## config.mk

```make
export PLATFORM = sky130hd
export DESIGN_NAME = seq_alu
export DESIGN_NICKNAME = d
export VERILOG_FILES = /design/src/rtl/alu_pkg.sv /design/src/rtl/seq_shifter.sv /design/src/rtl/seq_alu.sv
export SDC_FILE = /design/constraint.sdc
export NUM_CORES = 1
export LEC_CHECK = 0
export ABC_AREA = 1
export CAP_MARGIN = 20
export CORE_ASPECT_RATIO = 1.75
export CORE_MARGIN = 2
export CORE_UTILIZATION = 45
export DETAILED_ROUTE_END_ITERATION = 8
export PLACE_DENSITY = 0.68
export SETUP_SLACK_MARGIN = 0.15
export SYNTH_ARGS = -nofsm -noshare
export SYNTH_HDL_FRONTEND = slang
export SYNTH_SLANG_ARGS = --single-unit
```

## constraint.sdc

```tcl
create_clock -name clk -period 1.95 [get_ports clk]
set_input_delay 0.39 -clock clk [delete_from_list [all_inputs] [get_ports clk]]
set_output_delay 0.39 -clock clk [all_outputs]
set_load 0.05 [all_outputs]
```

## src/rtl/alu_pkg.sv

```systemverilog
// -----------------------------------------------------------------------------
// alu_pkg
// Shared definitions for the sequential ALU and the ALU-control decoder.
//   - alusel codes ({instr[30], funct3}) for the ten legal operations
//   - execution-unit state encoding (IDLE / SHIFT / DONE)
//   - small helpers to classify an alusel code
// -----------------------------------------------------------------------------
package alu_pkg;

  localparam logic [3:0] ALU_ADD  = 4'b0000;
  localparam logic [3:0] ALU_SUB  = 4'b1000;
  localparam logic [3:0] ALU_SLL  = 4'b0001;
  localparam logic [3:0] ALU_SLT  = 4'b0010;
  localparam logic [3:0] ALU_SLTU = 4'b0011;
  localparam logic [3:0] ALU_XOR  = 4'b0100;
  localparam logic [3:0] ALU_SRL  = 4'b0101;
  localparam logic [3:0] ALU_SRA  = 4'b1101;
  localparam logic [3:0] ALU_OR   = 4'b0110;
  localparam logic [3:0] ALU_AND  = 4'b0111;

  typedef enum logic [1:0] {
    IDLE  = 2'd0,
    SHIFT = 2'd1,
    DONE  = 2'd2
  } alu_state_t;

  // True for the three ops that run on the serial shifter.
  function automatic logic alu_is_shift(input logic [3:0] sel);
    return (sel == ALU_SLL) || (sel == ALU_SRL) || (sel == ALU_SRA);
  endfunction

  // True for any of the ten defined codes.
  function automatic logic alu_is_legal(input logic [3:0] sel);
    logic legal;
    case (sel)
      ALU_ADD, ALU_SUB, ALU_SLL, ALU_SLT, ALU_SLTU,
      ALU_XOR, ALU_SRL, ALU_SRA, ALU_OR, ALU_AND: legal = 1'b1;
      default:                                    legal = 1'b0;
    endcase
    return legal;
  endfunction

endpackage

```

## src/rtl/seq_shifter.sv

```systemverilog
// -----------------------------------------------------------------------------
// seq_shifter
// Serial one-bit-per-cycle shifter. Owns the shift accumulator and the
// remaining-bit counter; shift direction and fill mode are captured at load.
// Ports:
//   clk, rst_n : clock, asynchronous active-low reset
//   clear      : synchronous abort, drops any shift in progress
//   load       : capture din/shamt/dir/arith this cycle
//   dir        : 0 = left (SLL), 1 = right (SRL/SRA)
//   arith      : right shifts replicate the sign bit when 1
//   shamt      : number of single-bit steps to perform
//   din        : value to shift
//   busy       : steps remain (counter non-zero)
//   last       : exactly one step remains; dout is the final value
//   dout       : accumulator after one more step (value written next edge)
// -----------------------------------------------------------------------------
module seq_shifter #(
  parameter int XLEN    = 32,
  parameter int SHAMT_W = $clog2(XLEN)
) (
  input  logic               clk,
  input  logic               rst_n,
  input  logic               clear,
  input  logic               load,
  input  logic               dir,
  input  logic               arith,
  input  logic [SHAMT_W-1:0] shamt,
  input  logic [XLEN-1:0]    din,
  output logic               busy,
  output logic               last,
  output logic [XLEN-1:0]    dout
);

  logic [XLEN-1:0]    acc;
  logic [SHAMT_W-1:0] cnt;
  logic               dir_reg;
  logic               arith_reg;
  logic [XLEN-1:0]    acc_next;

  // One-bit step of the accumulator in the captured direction.
  always_comb begin
    if (dir_reg) begin
      acc_next = {arith_reg & acc[XLEN-1], acc[XLEN-1:1]};
    end else begin
      acc_next = {acc[XLEN-2:0], 1'b0};
    end
  end

  always_ff @(posedge clk or negedge rst_n) begin
    if (!rst_n) begin
      acc       <= '0;
      cnt       <= '0;
      dir_reg   <= 1'b0;
      arith_reg <= 1'b0;
    end else if (clear) begin
      cnt <= '0;
    end else if (load) begin
      acc       <= din;
      cnt       <= shamt;
      dir_reg   <= dir;
      arith_reg <= arith;
    end else if (cnt != '0) begin
      acc <= acc_next;
      cnt <= cnt - 1'b1;
    end
  end

  assign busy = (cnt != '0);
  assign last = (cnt == SHAMT_W'(1));
  assign dout = acc_next;

endmodule

```

## src/rtl/seq_alu.sv

```systemverilog
// -----------------------------------------------------------------------------
// seq_alu
// Execution unit between register-read and writeback. Logic, arithmetic and
// compare ops complete in one cycle; shifts run on the serial seq_shifter.
// Ports:
//   clk, rst_n          : clock, asynchronous active-low reset
//   in_valid / in_ready : request handshake (in_ready only in IDLE)
//   alusel              : {instr[30], funct3} operation code
//   a, b                : operands; shifts use b[SHAMT_W-1:0]
//   flush               : synchronous abort back to IDLE
//   out_valid/out_ready : result handshake
//   result, zero        : registered result and result==0 flag
//   illegal             : alusel was not a defined code
// -----------------------------------------------------------------------------
module seq_alu
  import alu_pkg::*;
#(
  parameter int XLEN = 32
) (
  input  logic            clk,
  input  logic            rst_n,
  input  logic            in_valid,
  output logic            in_ready,
  input  logic [3:0]      alusel,
  input  logic [XLEN-1:0] a,
  input  logic [XLEN-1:0] b,
  input  logic            flush,
  output logic            out_valid,
  input  logic            out_ready,
  output logic [XLEN-1:0] result,
  output logic            zero,
  output logic            illegal
);

  localparam int SHAMT_W = $clog2(XLEN);

  alu_state_t         state;
  logic               accept;
  logic               op_shift;
  logic               op_legal;
  logic [SHAMT_W-1:0] shamt;
  logic [XLEN-1:0]    alu_result;
  logic               shift_busy;
  logic               shift_last;
  logic [XLEN-1:0]    shift_dout;

  assign in_ready = (state == IDLE);
  // A request that coincides with flush is dropped.
  assign accept   = in_valid && in_ready && !flush;
  assign op_shift = alu_is_shift(alusel);
  assign op_legal = alu_is_legal(alusel);
  assign shamt    = b[SHAMT_W-1:0];

  // Single-cycle datapath. Shift and illegal codes fall through to 0; shifts
  // are produced by the serial shifter instead.
  always_comb begin
    alu_result = '0;
    case (alusel)
      ALU_ADD:  alu_result = a + b;
      ALU_SUB:  alu_result = a - b;
      ALU_SLT:  alu_result = {{(XLEN-1){1'b0}}, ($signed(a) < $signed(b))};
      ALU_SLTU: alu_result = {{(XLEN-1){1'b0}}, (a < b)};
      ALU_XOR:  alu_result = a ^ b;
      ALU_OR:   alu_result = a | b;
      ALU_AND:  alu_result = a & b;
      default:  alu_result = '0;
    endcase
  end

  seq_shifter #(
    .XLEN    (XLEN),
    .SHAMT_W (SHAMT_W)
  ) u_shifter (
    .clk   (clk),
    .rst_n (rst_n),
    .clear (flush),
    .load  (accept && op_shift),
    .dir   (alusel != ALU_SLL),
    .arith (alusel == ALU_SRA),
    .shamt (shamt),
    .din   (a),
    .busy  (shift_busy),
    .last  (shift_last),
    .dout  (shift_dout)
  );

  always_ff @(posedge clk or negedge rst_n) begin
    if (!rst_n) begin
      state     <= IDLE;
      result    <= '0;
      zero      <= 1'b0;
      illegal   <= 1'b0;
      out_valid <= 1'b0;
    end else if (flush) begin
      // result/zero/illegal keep whatever they held; only control is aborted.
      state     <= IDLE;
      out_valid <= 1'b0;
    end else begin
      case (state)
        IDLE: begin
          if (accept) begin
            if (op_shift) begin
              if (shamt == '0) begin
                // Zero-length shift completes immediately with a unchanged.
                result    <= a;
                zero      <= (a == '0);
                illegal   <= 1'b0;
                out_valid <= 1'b1;
                state     <= DONE;
              end else begin
                state <= SHIFT;
              end
            end else begin
              result    <= alu_result;
              zero      <= (alu_result == '0);
              illegal   <= !op_legal;
              out_valid <= 1'b1;
              state     <= DONE;
            end
          end
        end
        SHIFT: begin
          if (shift_last) begin
            // Capture the value produced by the final step, on the same edge
            // the shifter's counter reaches zero.
            result    <= shift_dout;
            zero      <= (shift_dout == '0);
            illegal   <= 1'b0;
            out_valid <= 1'b1;
            state     <= DONE;
          end else if (!shift_busy) begin
            // Shifter idle without a final step: recover rather than hang.
            state <= IDLE;
          end
        end
        DONE: begin
          if (out_ready) begin
            out_valid <= 1'b0;
            state     <= IDLE;
          end
        end
        default: begin
          state     <= IDLE;
          out_valid <= 1'b0;
        end
      endcase
    end
  end

endmodule

```

# Word-level counts from Yosys, hierarchy flattened
# Memory sizes are Yosys's and may differ from the RTL's.
# Cells that the tools add are included.
word_totals:
  reg_bits: 76
  inputBits: 73
  output_inout_bits: 36
  wordCells: 100
  mem_bits_ro: 16
  n_memories: 1
op_classes:
  eq_ne: 21
  bitwise: 5
  addsub: 3
  n_mux: 37
  order_cmp: 2
  reduce_logical: 22
mem_list:
  columns: ["memory", "depth", "width", "rd", "rd_clocked_by_memory_dff", "write_ports", "line_no", "text"]
  rows:
  - ["(no name shown)", 16, 1, 1, 0, 0, "alu_pkg.sv:35", "case (sel)"]
ops:
  columns: ["operator", "count"]
  rows:
  - ["$mux 32", 7]
  - ["$pmux 32 s7", 1]
  - ["$logic_not 32->1", 3]
  - ["$lt 32x32->1", 2]
  - ["$pmux 32 s2", 1]
  - ["$add 32x32->32", 1]
  - ["$and 32x32->32", 1]
  - ["$or 32x32->32", 1]
  - ["$sub 32x32->32", 1]
  - ["$xor 32x32->32", 1]
  - ["$eq 4x3->1 const B", 4]
  - ["$mux 5", 3]
  - ["$mux 1", 14]
  - ["$mux 2", 7]
  - ["$eq 4x2->1 const B", 2]
  - ["$eq 4x4->1 const B", 2]
  - ["$ne 3x3->1 const B", 2]
  - ["$pmux 2 s3", 1]
  - ["$eq 5x1->1 const B", 1]
  - ["$logic_not 5->1", 1]
  - ["$reduce_and 5->1", 1]
  - ["$reduce_bool 5->1", 1]
  - ["$sub 5x1->5 const B", 1]
  - ["$eq 4x1->1 const B", 1]
  - ["other kinds (23)", 30]

# Longest topological paths before layout
logic_depth:
  word_depth: 7
  depth_mapped: 23
  depth_no_buf: 22

# By module
# From an unflattened synthesis, not the netlist that was laid out.
unflattened:
  hier_cells: 2068
  hier_area_um2: 11760.0
by_module_without_submodules:
  columns: ["mod", "seq_area_each_um2", "instances", "area_per_inst_um2", "cells_per_inst"]
  rows:
  - ["seq_alu", 925.9, 1, 9046.2, 1642]
  - ["seq_shifter", 975.9, 1, 2713.9, 426]

# Least setup slack after synthesis
# OpenSTA, ideal clock, no wires.
synth_timing:
  path_kind: "register -> register"
  start: "reg state[1]"
  end: "reg u_shifter.acc[8]"
  synth_period_minus_slack_ps: 2388
  setup_time_ps: 83
  slack_ps: -438
  required_time_ps: 1867
  arrival_ps: 2305
  n_path_buf: 2
  stages_incl_launch_ff: 10
  cell_sequence: "dfrtp_1 > nor2_1 > nand2_1 > nor2_1 > nand2_1 > a21oi_1 > buf_2 > buf_2 > o211ai_1 > o21ai_0"
synth_between:
  elab_chain_len: 6
  word_cells_on_any_way: 7
  cone_classes: "mux (1); reduce/logical (6)"
synth_lines:
  columns: ["item", "line_no", "text"]
  rows:
  - ["from (decl)", "seq_alu.sv:37", "alu_state_t state;"]
  - ["from (signal assigned)", "seq_alu.sv:89", "state <= IDLE;"]
  - ["from (signal assigned)", "seq_alu.sv:96", "state <= IDLE;"]
  - ["from (signal assigned)", "seq_alu.sv:109", "state <= DONE;"]
  - ["$logic_not 2->1 (*)", "seq_alu.sv:47", "assign in_ready = (state == IDLE);"]
  - ["via in_ready", "seq_alu.sv:23", "output logic in_ready,"]
  - ["$logic_and 1x1->1 (*) (2 in a row)", "seq_alu.sv:49", "assign accept = in_valid && in_ready && !flush;"]
  - ["$logic_and 1x1->1 (*)", "seq_alu.sv:77", ".load (accept && op_shift),"]
  - ["$reduce_bool 2->1 (no source line)", null, null]
  - ["$reduce_and 2->1 (no source line)", null, null]
  - ["to (signal assigned)", "seq_shifter.sv:58", "acc <= din;"]
  - ["to (signal assigned)", "seq_shifter.sv:63", "acc <= acc_next;"]
  - ["to (decl)", "seq_shifter.sv:34", "logic [XLEN-1:0] acc;"]
# Mark *: on every way through the listed nets, which the timed path passes. The rest lies on a longest branch.
# A chain may end at the register's enable or synchronous reset.

# Worst setup path in the final report
layout_timing:
  start: "in b[4]"
  end: "reg zero"
layout_between:
  elab_chain_len: 6
  word_cells_on_any_way: 15
  cone_classes: "add/sub (2); order compare (2); eq/ne (1); mux (4); bitwise (3); reduce/logical (3)"
layout_lines:
  columns: ["item", "line_no", "text"]
  rows:
  - ["from (decl)", "seq_alu.sv:26", "input logic [XLEN-1:0] b,"]
  - ["$sub 32x32->32, or another cell as far along", "seq_alu.sv:60", "ALU_SUB: alu_result = a - b;"]
  - ["$pmux 32 s7", "seq_alu.sv:58", "case (alusel)"]
  - ["$logic_not 32->1", "seq_alu.sv:115", "zero <= (alu_result == '0);"]
  - ["$mux 1", "seq_alu.sv:102", "if (op_shift) begin"]
  - ["$mux 1", "seq_alu.sv:101", "if (accept) begin"]
  - ["$pmux 1 s2", "seq_alu.sv:99", "case (state)"]
  - ["to (signal assigned)", "seq_alu.sv:106", "zero <= (a == '0);"]
  - ["to (signal assigned)", "seq_alu.sv:115", null]
  - ["to (signal assigned)", "seq_alu.sv:127", "zero <= (shift_dout == '0);"]
  - ["to (decl)", "seq_alu.sv:31", "output logic zero,"]
# Several ways; a longest one is shown, not always the timed one. The select of a mux whose other input is x is not followed.

==> flow_metrics.tcl <==
set metrics [dict create \
    synth-seq-area-share_pct 17.3 \
    skew_ns 0.00620 \
    synth_edf_count 0 \
    critPathMostFrequentCell "nand2_1" \
    wirelength_um 60800 \
    stdcell_count 2842 \
    slew_headroom_pct 64.9 \
    layout_commonest_cell "buf_4" \
    cts_root_buf "clkbuf_16" \
    gr-max-usage-layer "met2" \
    violations "negative setup slack" \
    startpoint_type "input pin" \
    run_status "complete, but fails checks" \
    cp_top_family "simple AND/OR/NAND/NOR gates" \
    grt_pass1_vias 16000 \
    cp_max_fo 3 \
    seqPwrFrac_pct 19.3 \
    netlist_area_mm2 0.0110 \
    clkSinkCount 76 \
    slew_violations 0 \
    switching_share_pct 50.3 \
    diodes 0 \
    synth_ff_type "dfrtp_1" \
    start_util_pct 45.8 \
    grt_overflow 0 \
    criticalPathCategory "in -> reg" \
    worstPathRequired_ns 2.22 \
    power.density_mw_per_mm2 781 \
    dr.pass1.iters 7 \
    die_area_mm2 0.0258 \
    rsz0062_at_grt "yes" \
    met3_usage_pct 7.05 \
    vias 16400 \
    core-area_mm2 0.0240 \
    drc 0 \
    grt_max_degree 63 \
    syn2layout_area_growth_pct 72.8 \
    cp.arrival_ns 2.98 \
    syn_avg_cell_area_um2 5.72 \
    async_flop_share_pct 100 \
    ant_nets 0 \
    path_cells "buf_6 -> inv_4 -> ha_4 -> buf_6 -> inv_4 -> nand2_1 -> nand2_2 -> buf_4 -> nand2_1 -> nand2_1 -> nand2_1 -> nand3_4 -> nand2_1 -> nand3_1 -> nand3_2 -> nor2_2 -> nand2_2 -> nor2_4 -> nand2_1 -> nor2_2 -> nand3_2 -> nand2_1 -> nand2_1 -> a21oi_2" \
    syn_inst 1923 \
    tritoncts "built" \
    min_path_type "in -> async" \
    wl_per_cell_um 21.4 \
    io_pins 109 \
    endpoint_kind "flip-flop" \
    tightest_slew_ns 0.529 \
    hold_buffers 0 \
    fin_crit_ns 2.71 \
    cts_buffers 9 \
    die_h_um 211 \
    cts_max_path_buffers 2 \
    drive_gt1_share_pct 43.8 \
    most-common-layout-cells "buf_4, nand2_1, inv_1, inv_2, nand3_1" \
    critPathSlowestCell "ha_4" \
    place_inst 2716 \
    critPathBufInv 5 \
    cts.clk_slew.worst_paths_ns 0.06 \
    drtIter0Drc 1868 \
    vias_per_cell 5.77 \
    clock_latency_ns 0.35 \
    p_clk_share_pct 11.1 \
    setup_viol 34 \
    yosys.cell_types.count 50 \
    dieWidth_um 122 \
    setup_ws_ns -0.758 \
    comb_power_share_pct 69.6 \
    synth_seq_cells 76 \
    p_leak_nw 10.2 \
    fmax_mhz 369 \
    grt_pass1_wl_um 86200 \
    htree_levels 3 \
    power.switching_mw 7.47 \
    synth_nets 2104 \
    drv_cap 0 \
    top_regs "result: 32 flops, u_shifter.acc: 32 flops, u_shifter.cnt: 5 flops" \
    grt_util_met2_pct 76.5 \
    finalNetCount 2712 \
    ir_worst_vdd_mv 0.583 \
    finalSetupTns_ns -13.18 \
    max_stage_delay_ns 0.21 \
    row_count 75 \
    p_int_mw 7.37 \
    grt_antenna_before_repair 1 \
    yosys_warnings 0 \
    dpl.hpwl_um 44600 \
    finalHoldViolCount 0 \
    track_usage_pct 44.1 \
    io_buffers 108 \
    grtUsageMet1_pct 47.0 \
    gp_congestion 1.06 \
    timing.final.crit_share_pct 139 \
]
power groups by stage:
stage	combinational, mW	clock, mW	sequential (mW)
4_1_cts	9.20	1.61	2.76
3_3_place_gp	8.35	0	2.74
5_1_grt	10.9	1.70	2.91
3_5_place_dp	8.56	0	2.78
2_1_floorplan	3.79	0	3.81
6_report	10.3	1.65	2.86
kinds of logic (layout without fill, tap and decap cells):
| logic type | after synthesis | count (layout) | synth area share [%] |
|---|---|---|---|
| compound gates | 321 | 321 | 16.9 |
| xor+xnor | 3 | 3 | 0.239 |
| fa+ha+maj | 108 | 108 | 12.4 |
| buf+inv | 451 | 1062 | 16.6 |
| flops | 76 | 76 | 17.3 |
| simple gates | 964 | 964 | 36.5 |
final timing paths:
kind / from / endpoint / slack, ns / cells past startpoint
max in group asynchronous: rst_n / state[1]$_DFFE_PN0P_ / 1.39 / 2
hold reg to reg: result[24]$_DFFE_PN0P_ / result[24]$_DFFE_PN0P_ / 0.49 / 2
min in group clk: a[4] / u_shifter.acc[4]$_DFFE_PN0P_ / 0.47 / 4
setup reg to reg: u_shifter.dir_reg$_DFFE_PN0P_ / zero$_DFFE_PN0P_ / -0.63 / 8
hold / removal: rst_n / u_shifter.acc[25]$_DFFE_PN0P_ / 0.008 / 1
setup / recovery: b[4] / zero$_DFFE_PN0P_ / -0.76 / 24
layout make-up:
| class | count | area, µm² |
|---|---|---|
| Tap cell | 308 | 385 |
| Timing Repair Buffer | 670 | 5700 |
| Fill cell | 1746 | 5020 |
| Clock inverter | 3 | 40.0 |
| Multi-Input combinational cell | 1396 | 9270 |
| Sequential cell | 76 | 1900 |
| Clock buffer | 11 | 233 |
| Inverter | 378 | 1480 |
what timing repair did:
| item | CTS | global route |
|---|---|---|
| cloned | 0 | 3 |
| setup buffers | 79 | 30 |
| gates resized for setup | 552 | 163 |
| pin swaps | 93 | 90 |
| endpoints found under the setup margin | 93 | 67 |
metal layers:
layer / share of wire (%) / vias up
met1: 34 / 7583
met3: 8.4 / 425
li1: - / 7309
met2: 47 / 1069
met4: 11 / 2
met5: 0.023 / -
synthesized netlist by cell type (2+ instances only):
master | instances | area (µm²)
a21oi_1 | 92 | 460
nand4_1 | 23 | 144
buf_4 | 11 | 82.6
dfrtp_1 | 76 | 1900
or2_2 | 3 | 18.8
inv_2 | 10 | 37.5
o221ai_1 | 8 | 70.1
a31oi_1 | 9 | 56.3
o22ai_1 | 32 | 200
o21ai_0 | 121 | 606
clkbuf_1 | 19 | 71.3
and3_1 | 2 | 12.5
fa_1 | 2 | 40.0
a221oi_1 | 2 | 17.5
nand3_1 | 153 | 766
a2bb2oi_1 | 13 | 114
nand2_4 | 3 | 33.8
nor2_1 | 145 | 544
o21bai_1 | 2 | 15.0
o211ai_1 | 29 | 218
nor3_1 | 13 | 65.1
buf_2 | 33 | 165
ha_1 | 106 | 1330
nor4_1 | 8 | 50.1
buf_6 | 7 | 78.8
nor3_2 | 2 | 20.0
o21ai_1 | 4 | 20.0
xor2_1 | 2 | 17.5
inv_1 | 367 | 1380
nor2_2 | 10 | 62.6
nand3_2 | 2 | 20.0
nand2_1 | 594 | 2230
o31ai_1 | 2 | 15.0
buf_1 | 2 | 7.51
metrics by stage:
| step | instance area [µm²] | power, mW | util (%) | setup WS [ns] | hold slack (ns) |
|---|---|---|---|---|---|
| after floorplan | 11700 | 7.60 | - | -0.279 | 0.0944 |
| after global placement | 16200 | 11.1 | 67.5 | -1.83 | 0.373 |
| after detailed placement | 16200 | 11.3 | 67.5 | -1.84 | 0.378 |
| after CTS | 18200 | 13.6 | 75.8 | -0.664 | 0.0149 |
| after global routing | 19000 | 15.5 | 79.1 | -0.841 | 0.0459 |
| final | 19000 | 14.8 | 79.1 | -0.758 | 0.00765 |
worst reg2reg max path: cells and delay by family (launching register included):
| kind | cells | cell delay [ns] |
|---|---|---|
| and+or+nand+nor | 3 | 0.99 |
| buffers and inverters | 2 | 0.30 |
| DFF | 1 | 0.41 |
| AOI/OAI and AO/OA | 3 | 0.80 |
(Power assumes the default switching activity.)
